[src/rtl/iir_out_detector_if.sv]
// rtl/iir_out_detector_if.sv - sample/result bundle between the IIR filter, the detector and its consumer
//
// Purpose: groups the sample strobe/word coming from the filter and the
// converted-sample / energy / tone results produced by the detector.
// Signals:
//   sampl_i       strobe, i_signal holds a new filter output
//   i_signal      filter output word, IEEE-754 single
//   o_fixed       converted sample, signed 16-bit fixed point
//   o_valid       one-cycle pulse, o_fixed updated
//   sat_flag      current sample clamped or non-finite
//   o_energy      last completed window sum of |o_fixed|
//   energy_valid  one-cycle pulse, o_energy updated
//   tone_det      hysteretic tone-present flag
// Modports: master = filter/consumer side, slave = detector.
interface iir_out_detector_if;
  logic        sampl_i;
  logic [31:0] i_signal;
  logic [15:0] o_fixed;
  logic        o_valid;
  logic        sat_flag;
  logic [31:0] o_energy;
  logic        energy_valid;
  logic        tone_det;

  modport master (
    output sampl_i, i_signal,
    input  o_fixed, o_valid, sat_flag, o_energy, energy_valid, tone_det
  );

  modport slave (
    input  sampl_i, i_signal,
    output o_fixed, o_valid, sat_flag, o_energy, energy_valid, tone_det
  );
endinterface

[src/rtl/iir_out_detector.sv]
// rtl/iir_out_detector.sv - float32 to fixed-point converter with windowed energy and hysteretic tone flag
//
// Purpose: captures each filter output on its strobe, converts IEEE-754
// single to saturated signed fixed point (3-stage pipeline), sums |sample|
// over WIN-sample windows and drives a hysteretic tone-present flag.
// Ports:
//   clk      system clock
//   reset_l  asynchronous active-low reset
//   start    run enable; low clears window state and tone_det
//   thr_on   energy threshold that sets tone_det
//   thr_off  energy threshold below which tone_det clears
//   bus      iir_out_detector_if.slave (sample in, results out)
module iir_out_detector #(
  parameter int FRAC_BITS = 8,
  parameter int WIN       = 64,
  parameter int OUT_W     = 16
) (
  input  logic                 clk,
  input  logic                 reset_l,
  input  logic                 start,
  input  logic [31:0]          thr_on,
  input  logic [31:0]          thr_off,
  iir_out_detector_if.slave    bus
);

  localparam int CNT_W = $clog2(WIN);
  localparam int ACC_W = 17 + CNT_W;

  typedef enum logic {IDLE = 1'b0, RUN = 1'b1} state_t;

  state_t state, state_next;
  logic   acc_en;
  logic   win_clr;

  // S1
  logic        s1_valid;
  logic [31:0] s1_data;

  // S2
  logic        s2_valid;
  logic        s2_sign;
  logic [23:0] s2_mant;
  logic [9:0]  s2_p;      // two's complement, bit 9 is the sign
  logic        s2_zero;
  logic        s2_nan;
  logic        s2_inf;

  // S3
  logic             o_valid_q;
  logic [OUT_W-1:0] o_fixed_q;
  logic             sat_q;
  logic [OUT_W-1:0] fix_val;
  logic [OUT_W-1:0] fix_mag;
  logic             fix_sat;
  logic [4:0]       shamt;

  // Energy
  logic [CNT_W-1:0] cnt;
  logic [ACC_W-1:0] acc;
  logic [ACC_W-1:0] sum_next;
  logic [16:0]      fx_abs;
  logic [31:0]      energy_q;
  logic             energy_valid_q;
  logic             tone_q;

  always_ff @(posedge clk or negedge reset_l) begin
    if (!reset_l) state <= IDLE;
    else          state <= state_next;
  end

  always_comb begin
    state_next = start ? RUN : IDLE;
  end

  // Dropping start clears the window on the next edge and overrides a
  // window-completing o_valid in the same cycle.
  always_comb begin
    win_clr = !start;
    acc_en  = (state == RUN) && start && o_valid_q;
  end

  always_ff @(posedge clk or negedge reset_l) begin
    if (!reset_l) begin
      s1_valid <= 1'b0;
      s1_data  <= '0;
    end else begin
      s1_valid <= start && bus.sampl_i;
      if (start && bus.sampl_i) s1_data <= bus.i_signal;
    end
  end

  always_ff @(posedge clk or negedge reset_l) begin
    if (!reset_l) begin
      s2_valid <= 1'b0;
      s2_sign  <= 1'b0;
      s2_mant  <= '0;
      s2_p     <= '0;
      s2_zero  <= 1'b0;
      s2_nan   <= 1'b0;
      s2_inf   <= 1'b0;
    end else begin
      s2_valid <= s1_valid;
      if (s1_valid) begin
        s2_sign <= s1_data[31];
        s2_mant <= {1'b1, s1_data[22:0]};
        s2_p    <= {2'b00, s1_data[30:23]} - 10'd127 + 10'(FRAC_BITS);
        s2_zero <= (s1_data[30:23] == 8'h00);
        s2_nan  <= (s1_data[30:23] == 8'hFF) && (s1_data[22:0] != 23'd0);
        s2_inf  <= (s1_data[30:23] == 8'hFF) && (s1_data[22:0] == 23'd0);
      end
    end
  end

  // p >= 15 means |value| >= 32768 after scaling, so it clamps.
  always_comb begin
    fix_val = '0;
    fix_mag = '0;
    fix_sat = 1'b0;
    shamt   = '0;
    if (s2_zero) begin
      fix_val = '0;
    end else if (s2_nan) begin
      fix_sat = 1'b1;
    end else if (s2_inf || (!s2_p[9] && s2_p >= 10'd15)) begin
      fix_sat = 1'b1;
      fix_val = s2_sign ? 16'h8000 : 16'h7FFF;
    end else if (!s2_p[9]) begin
      shamt   = 5'd23 - s2_p[4:0];
      fix_mag = 16'(s2_mant >> shamt);
      fix_val = s2_sign ? (16'd0 - fix_mag) : fix_mag;
    end
  end

  always_ff @(posedge clk or negedge reset_l) begin
    if (!reset_l) begin
      o_valid_q <= 1'b0;
      o_fixed_q <= '0;
      sat_q     <= 1'b0;
    end else begin
      o_valid_q <= s2_valid;
      if (s2_valid) begin
        o_fixed_q <= fix_val;
        sat_q     <= fix_sat;
      end
    end
  end

  // |-32768| needs the 17th bit.
  always_comb begin
    fx_abs   = o_fixed_q[15] ? (17'd0 - {1'b1, o_fixed_q}) : {1'b0, o_fixed_q};
    sum_next = acc + ACC_W'(fx_abs);
  end

  always_ff @(posedge clk or negedge reset_l) begin
    if (!reset_l) begin
      cnt            <= '0;
      acc            <= '0;
      energy_q       <= '0;
      energy_valid_q <= 1'b0;
      tone_q         <= 1'b0;
    end else begin
      energy_valid_q <= 1'b0;
      if (win_clr) begin
        cnt    <= '0;
        acc    <= '0;
        tone_q <= 1'b0;
      end else if (acc_en) begin
        if (cnt == CNT_W'(WIN - 1)) begin
          cnt            <= '0;
          acc            <= '0;
          energy_q       <= 32'(sum_next);
          energy_valid_q <= 1'b1;
          if (!tone_q && (32'(sum_next) >= thr_on))
            tone_q <= 1'b1;
          else if (tone_q && (32'(sum_next) < thr_off))
            tone_q <= 1'b0;
        end else begin
          cnt <= cnt + 1'b1;
          acc <= sum_next;
        end
      end
    end
  end

  assign bus.o_fixed      = o_fixed_q;
  assign bus.o_valid      = o_valid_q;
  assign bus.sat_flag     = sat_q;
  assign bus.o_energy     = energy_q;
  assign bus.energy_valid = energy_valid_q;
  assign bus.tone_det     = tone_q;

endmodule
[src/flat_wrapper.sv]
// flat-port wrapper written by rule: the top's interface ports become plain ports
module iir_out_detector_flat 
#(
  parameter int FRAC_BITS = 8,
  parameter int WIN       = 64,
  parameter int OUT_W     = 16
)
  (clk, reset_l, start, thr_on, thr_off, bus_sampl_i, bus_i_signal, bus_o_fixed, bus_o_valid, bus_sat_flag, bus_o_energy, bus_energy_valid, bus_tone_det);
  iir_out_detector_if bus_i ();
  input  logic clk;
  input  logic reset_l;
  input  logic start;
  input  logic [31:0] thr_on;
  input  logic [31:0] thr_off;
  input wire logic [$bits(bus_i.sampl_i)-1:0] bus_sampl_i;
  input wire logic [$bits(bus_i.i_signal)-1:0] bus_i_signal;
  output wire logic [$bits(bus_i.o_fixed)-1:0] bus_o_fixed;
  output wire logic [$bits(bus_i.o_valid)-1:0] bus_o_valid;
  output wire logic [$bits(bus_i.sat_flag)-1:0] bus_sat_flag;
  output wire logic [$bits(bus_i.o_energy)-1:0] bus_o_energy;
  output wire logic [$bits(bus_i.energy_valid)-1:0] bus_energy_valid;
  output wire logic [$bits(bus_i.tone_det)-1:0] bus_tone_det;
  assign bus_i.sampl_i = bus_sampl_i;
  assign bus_i.i_signal = bus_i_signal;
  assign bus_o_fixed = bus_i.o_fixed;
  assign bus_o_valid = bus_i.o_valid;
  assign bus_sat_flag = bus_i.sat_flag;
  assign bus_o_energy = bus_i.o_energy;
  assign bus_energy_valid = bus_i.energy_valid;
  assign bus_tone_det = bus_i.tone_det;
  iir_out_detector #(.FRAC_BITS(FRAC_BITS), .WIN(WIN), .OUT_W(OUT_W)) u_core (.clk(clk), .reset_l(reset_l), .start(start), .thr_on(thr_on), .thr_off(thr_off), .bus(bus_i));
endmodule
[config.mk]
export PLATFORM = sky130hd
export DESIGN_NAME = iir_out_detector_flat
export DESIGN_NICKNAME = d
export VERILOG_FILES = /design/src/rtl/iir_out_detector_if.sv /design/src/rtl/iir_out_detector.sv /design/src/flat_wrapper.sv
export SDC_FILE = /design/constraint.sdc
export NUM_CORES = 1
export LEC_CHECK = 0
export CAP_MARGIN = 0
export CORE_ASPECT_RATIO = 1.1
export CORE_MARGIN = 2
export CORE_UTILIZATION = 55
export CTS_CLUSTER_SIZE = 24
export DETAILED_ROUTE_END_ITERATION = 10
export DONT_BUFFER_PORTS = 1
export HOLD_SLACK_MARGIN = 0.03
export PLACE_DENSITY = 0.66
export SLEW_MARGIN = 10
export SYNTH_ARGS = -nofsm -noshare
export SYNTH_HDL_FRONTEND = slang
export SYNTH_SLANG_ARGS = --single-unit
[constraint.sdc]
create_clock -name clk -period 10.93 [get_ports clk]
set_clock_uncertainty 0.05 [all_clocks]
set_input_delay 2.186 -clock clk [delete_from_list [all_inputs] [get_ports clk]]
set_output_delay 2.186 -clock clk [all_outputs]
set_load 0.01 [all_outputs]
# Word-level counts from Yosys, hierarchy flattened
# Index checks and enable logic that the tools add are counted.
[op_classes] n_addsub=7 magnitude_cmp=3 eq_ne=5 shift=1 mux=25 n_reduce_logical=16
[op_table] operator="two-way mux 16 bit" count=6
[op_table] operator="two-way mux 23 bit" count=3
[op_table] operator=">= comparator 23 x 32 -> 1 bit" count=1
[op_table] operator="less-than comparator 23 x 32 -> 1 bit" count=1
[op_table] operator="right shift 24 x 5 -> 16 bit" count=1
[op_table] operator="adder 23 x 17 -> 23 bit" count=1
[op_table] operator="logical NOT 23 bit" count=1
[op_table] operator="nonzero test 23 bit" count=1
[op_table] operator="two-way mux 6 bit" count=3
[op_table] operator="two-way mux 17 bit" count=1
[op_table] operator="subtractor 1 x 17 -> 17 bit, first input constant" count=1
[op_table] operator="subtractor 1 x 16 -> 16 bit, first input constant" count=1
[op_table] operator="two-way mux 1 bit" count=12
[op_table] operator="adder 10 x 4 -> 10 bit, second input constant" count=1
[op_table] operator=">= comparator 10 x 4 -> 1 bit, second input constant" count=1
[op_table] operator="subtractor 8 x 7 -> 9 bit, second input constant" count=1
[op_table] operator="== test 8 bit, second input constant" count=1
[op_table] operator="logical AND 1 bit" count=8
[op_table] operator="logical NOT 8 bit" count=1
[op_table] operator="adder 6 x 1 -> 6 bit, second input constant" count=1
[op_table] operator="== test 6 bit, second input constant" count=1
[op_table] operator="AND reduction 3 bit" count=2
[op_table] operator="subtractor 5 bit, first input constant" count=1
[op_table] operator="inequality test 2 x 1 -> 1 bit, second input constant" count=2
[op_table] operator="3 further kinds" count=4
[totals] ff_bits=145 inputBits=100 out_inout_bits=52

# Depth between registers and ports, before layout
[depth] ltp_word=10 depth_mapped=24 ltp_nobuf=24

# Worst setup path after synthesis
# OpenSTA, ideal clock, no wires.
[synth_path] path_type="register -> register" from="register u_core.o_fixed_q[3] (netlist: u_core.bus.o_fixed[3])" to="register u_core.tone_q (netlist: u_core.bus.tone_det)" setup_ns=0.127 arrival_ns=4.521 t_required_ns=10.753 setup_slack_ns=6.232 stages_incl_launch_ff=24 path_buffers=0 cell_sequence="dfrtp_1 nor2_1 nand2_1 nor2_1 nand4_1 nand2b_1 o21ai_0 xnor2_1 ha_1 a21o_1 a21o_1 a221oi_1 a21oi_1 o41a_1 and4_1 xor2_1 ha_1 nand4_1 nor2_1 nand2_1 nor2_1 a2111oi_0 a31o_2 o21ai_0"
[synth_via] elab_chain_cells=9 word_cells_on_any_way=13
[synth_lines] element="start: declaration" line="iir_out_detector.sv:50" text="logic [OUT_W-1:0] o_fixed_q;"
[synth_lines] element="start signal: assignment" line="iir_out_detector.sv:142" text="o_fixed_q <= fix_val;"
[synth_lines] element="subtractor 1 x 17 -> 17 bit" line="iir_out_detector.sv:150" text="fx_abs = o_fixed_q[15] ? (17'd0 - {1'b1, o_fixed_q}) : {1'b0, o_fixed_q};"
[synth_lines] element="two-way mux 17 bit *" line="iir_out_detector.sv:150"
[synth_lines] element="adder 23 x 17 -> 23 bit *" line="iir_out_detector.sv:151" text="sum_next = acc + ACC_W'(fx_abs);"
[synth_lines] element="named net u_core.sum_next[20]" line="iir_out_detector.sv:60" text="logic [ACC_W-1:0] sum_next;"
[synth_lines] element=">= comparator 23 x 32 -> 1 bit" line="iir_out_detector.sv:173" text="if (!tone_q && (32'(sum_next) >= thr_on))"
[synth_lines] element="logical AND 1 bit" line="iir_out_detector.sv:173"
[synth_lines] element="two-way mux 1 bit" line="iir_out_detector.sv:173"
[synth_lines] element="two-way mux 1 bit" line="iir_out_detector.sv:168" text="if (cnt == CNT_W'(WIN - 1)) begin"
[synth_lines] element="two-way mux 1 bit" line="iir_out_detector.sv:167" text="end else if (acc_en) begin"
[synth_lines] element="two-way mux 1 bit" line="iir_out_detector.sv:163" text="if (win_clr) begin"
[synth_lines] element="end signal: assignment" line="iir_out_detector.sv:166" text="tone_q <= 1'b0;"
[synth_lines] element="end signal: assignment" line="iir_out_detector.sv:174" text="tone_q <= 1'b1;"
[synth_lines] element="end signal: assignment" line="iir_out_detector.sv:176" text="tone_q <= 1'b0;"
[synth_lines] element="end: declaration" line="iir_out_detector.sv:64" text="logic tone_q;"
# Mark *: on every way through the listed nets, which the timed path passes. The rest lies on a longest branch. The select of a mux whose other input is x is not followed.
# A chain may end at the register's enable or synchronous reset.

# Worst setup path in the final report
# Ends and elaborated chain as after synthesis.

==> reports/metrics.csv <==
stage,metric,value,unit
run_status,status,completed,
sta,Least-Margin Pin Slew,1.05,ns
synth,syn_area_per_cell,9.86,sq um
routing,Post-DRT Antenna Nets,0,
place,gpl congestion,0.916,
sta,fin crit period,5.47,ns
place,count of input and output buffers,0,
final_layout,nets@finish,1157,
floorplanning,full die area,19000,sq um
sta,"Setup violations, final",0,
clock_tree,clk_lat worst skew,0.43,ns
sta,"Period Utilization, post-route",0.500,
sta,RSZ-0062 raised after global routing,no,
power_and_ir_drop,Power Density,242,nW/um^2
setup_path,CP endpoint kind,register,
routing,detailed-route wire length,22600,um
setup_path,crit path max fanout,5,
routing,wire per inst,18.3,um
final_layout,"leading cell type in the layout, fill and taps excluded",dfrtp_1,
sta,FMAX,0.183,GHz
global_routing,initial antenna violation count,0,
job,total of max-cap violations,0,
synth,Post-Synthesis Cell Area,9880,sq um
synth,Synth Instances,1002,
synth,Post-synth EDFFs,0,
clock_tree,Post-CTS Setup Bufs,0,
floorplanning,DIE WIDTH,132,um
setup_path,Worst Path Arrival,5.72,ns
final_layout,"Core Util, Final",0.599,
sta,final hold violation count,0,
power_and_ir_drop,LEAKAGE,4.97,nW
routing,Avg Vias per Cell,6.03,
routing,DRT Pass-1 Iters,5,
clock_tree,CTS max path bufs,2,
clock_tree,Post-CTS Hold Fix Bufs,0,
floorplanning,Die Height,145,um
floorplanning,core area,17700,sq um
synth,synth warn,0,
setup_path,Startpoint Class,register,
floorplanning,# IOs,152,
clock_tree,Num Clock Sinks,145,
final_layout,Diodes inserted,0,
synth,sequential-to-total area share from yosys stat,0.367,
global_routing,number of global-route vias before repair,7314,
routing,# DRC,0,
routing,initial DRC count,473,
routing,vias post-DR,7469,
clock_tree,"Clk pin slew, worst setup/hold paths",0.07,ns
place,Final HPWL DP,16900,um
clock_tree,clock root buffer,clkbuf_16,
global_routing,total track usage,0.247,
sta,Sum Neg Setup Slack,0,ns
final_layout,most frequent cells in the layout,"dfrtp_1 (145), nand2_1 (95), inv_1 (82), mux2_2 (68), ha_1 (68)",
final_layout,Fillers,1541,
worst_hold_path,type of the worst min-delay path,register to register,
clock_tree,CTS tree,yes,
floorplanning,Initial Utilization,0.559,
power_and_ir_drop,VDD IR max,0.000130,V
synth,dominant synthesized flop cell,dfrtp_1,
global_routing,grt ovf,0,
synth,Netlist cell types,82,
final_layout,Layout Area Growth over Synthesis,7.23,%
sta,max_slew headroom,0.302,
final_layout,layout cell share with drive strength beyond 1,0.139,
synth,"FF+latch count, synth",145,
global_routing,first-pass GRT wire length,37400,um
setup_path,critical path type,register to register,
setup_path,Critical Path RT,11.18,ns
clock_tree,htree depth,4,
synth,Async SR Flop Fraction,1.00,
global_routing,largest net degree at the start of global routing,146,
clock_tree,cts repair resizes,0,
floorplanning,row count,51,
sta,Pins Over Slew Limit,0,
clock_tree,cts bufs inserted,17,
==> power breakdown <==
group	switching (mW)	internal, mW
Clock	0.260	0.324
Combinational	0.694	0.516
Sequential	0.153	0.621
==> flip-flops by register name, indices dropped and copies added (netlist names) <==
register / cells
u_core.acc: 23
u_core.bus.energy_valid: 1
u_core.bus.o_energy: 23
u_core.bus.o_fixed: 16
u_core.bus.o_valid: 1
u_core.bus.sat_flag: 1
u_core.bus.tone_det: 1
u_core.cnt: 6
u_core.s1_data: 32
u_core.s1_valid: 1
u_core.s2_inf: 1
u_core.s2_mant: 24
u_core.s2_nan: 1
u_core.s2_p: 10
u_core.s2_sign: 1
u_core.s2_valid: 1
u_core.s2_zero: 1
u_core.state: 1
==> cells by family (layout without fill, tap and decap cells) <==
group                      Yosys count  count (layout)  synth area share
xor gates and xnor gates            59              59            0.0523
adders and majority gates           69              69            0.0882
muxes                              111             111             0.142
DFF                                145             145             0.367
and+or+nand+nor                    255             255             0.128
AOI/OAI and AO/OA                  230             230             0.164
buffers and inverters              132             122            0.0574
other                                1              10          0.000380
==> synth_stat cells, types with 13 or more instances <==
library cell | count | area (sq um)
mux2i_1 | 27 | 270
dfrtp_1 | 145 | 3630
xor2_1 | 14 | 123
nand2b_1 | 13 | 81.3
clkbuf_1 | 26 | 97.6
nand2_1 | 95 | 357
o21ai_0 | 49 | 245
xnor2_1 | 45 | 394
nor2_1 | 48 | 180
inv_1 | 82 | 308
a21o_1 | 22 | 165
a22o_1 | 18 | 158
mux2_2 | 68 | 766
a21oi_1 | 37 | 185
ha_1 | 68 | 851
nand3_1 | 25 | 125
==> metal layers <==
layer  share of wire  vias up  GRT usage  wire (um)
li1                -     3588          -          -
met1            0.42     3633      0.292       9420
met2            0.52      212      0.448      11700
met3           0.044       36     0.0536        991
met4           0.022        0     0.0830        503
met5               0        -          0          0
==> final cells by class <==
| cell class | instances | area [sq um] | share of cell area |
|---|---|---|---|
| clock buffer | 17 | 425 | 0.0402 |
| clock inverter | 15 | 160 | 0.0151 |
| inverter | 83 | 312 | 0.0294 |
| multi-input combinational | 734 | 5720 | 0.540 |
| sequential | 145 | 3630 | 0.343 |
| tap | 238 | 298 | 0.0281 |
| timing repair buffer | 7 | 52.6 | 0.00496 |
==> path summary, 6_finish.rpt <==
kind	startpoint	end	slack, ns	depth (start not counted)
worst max-delay path	u_core.bus.o_fixed[3]	u_core.bus.tone_det	5.46	23
max in group asynchronous	reset_l	u_core.acc[6]	9.18	0
worst min-delay path	u_core.s1_data[31]	u_core.s2_sign	0.46	2
worst max register to register	u_core.bus.o_fixed[3]	u_core.bus.tone_det	5.46	23
min in group asynchronous	reset_l	u_core.bus.o_energy[17]	1.39	0
worst min register to register	u_core.s1_data[31]	u_core.s2_sign	0.46	2
==> per-stage QoR <==
stage | cells | hold slack [ns] | cell area [sq um] | power, mW | worst slack (ns)
CTS | 1239 | 0.464 | 10600 | 2.58 | 5.61
global placement | 1207 | 0.440 | 10000 | 1.97 | 5.76
floorplan | 1011 | 0.302 | 9910 | 1.69 | 6.23
global route | 1239 | 0.485 | 10600 | 2.75 | 5.08
finish | 1239 | 0.460 | 10600 | 2.57 | 5.46
detailed placement | 1207 | 0.450 | 10000 | 1.98 | 5.63
==> worst max-delay path, cell delays in order, from the launching register on <==
cell       delay (ns)
dfrtp_1          0.45
nor2_1           0.17
nand2_1          0.08
nor2_1           0.17
nand4_1          0.14
nand2b_1         0.21
o21ai_0          0.20
xnor2_1          0.14
ha_1             0.30
a21o_1           0.19
a21o_1           0.16
a221oi_1         0.55
a21oi_1          0.23
o41a_1           0.43
and4_1           0.27
xor2_1           0.17
ha_1             0.19
a21o_1           0.16
a21oi_1          0.14
nor2_1           0.06
a2111oi_0        0.48
nand2_1          0.11
a31oi_1          0.16
o21ai_0          0.12
Note: power is estimated with default switching activity, not from simulation.
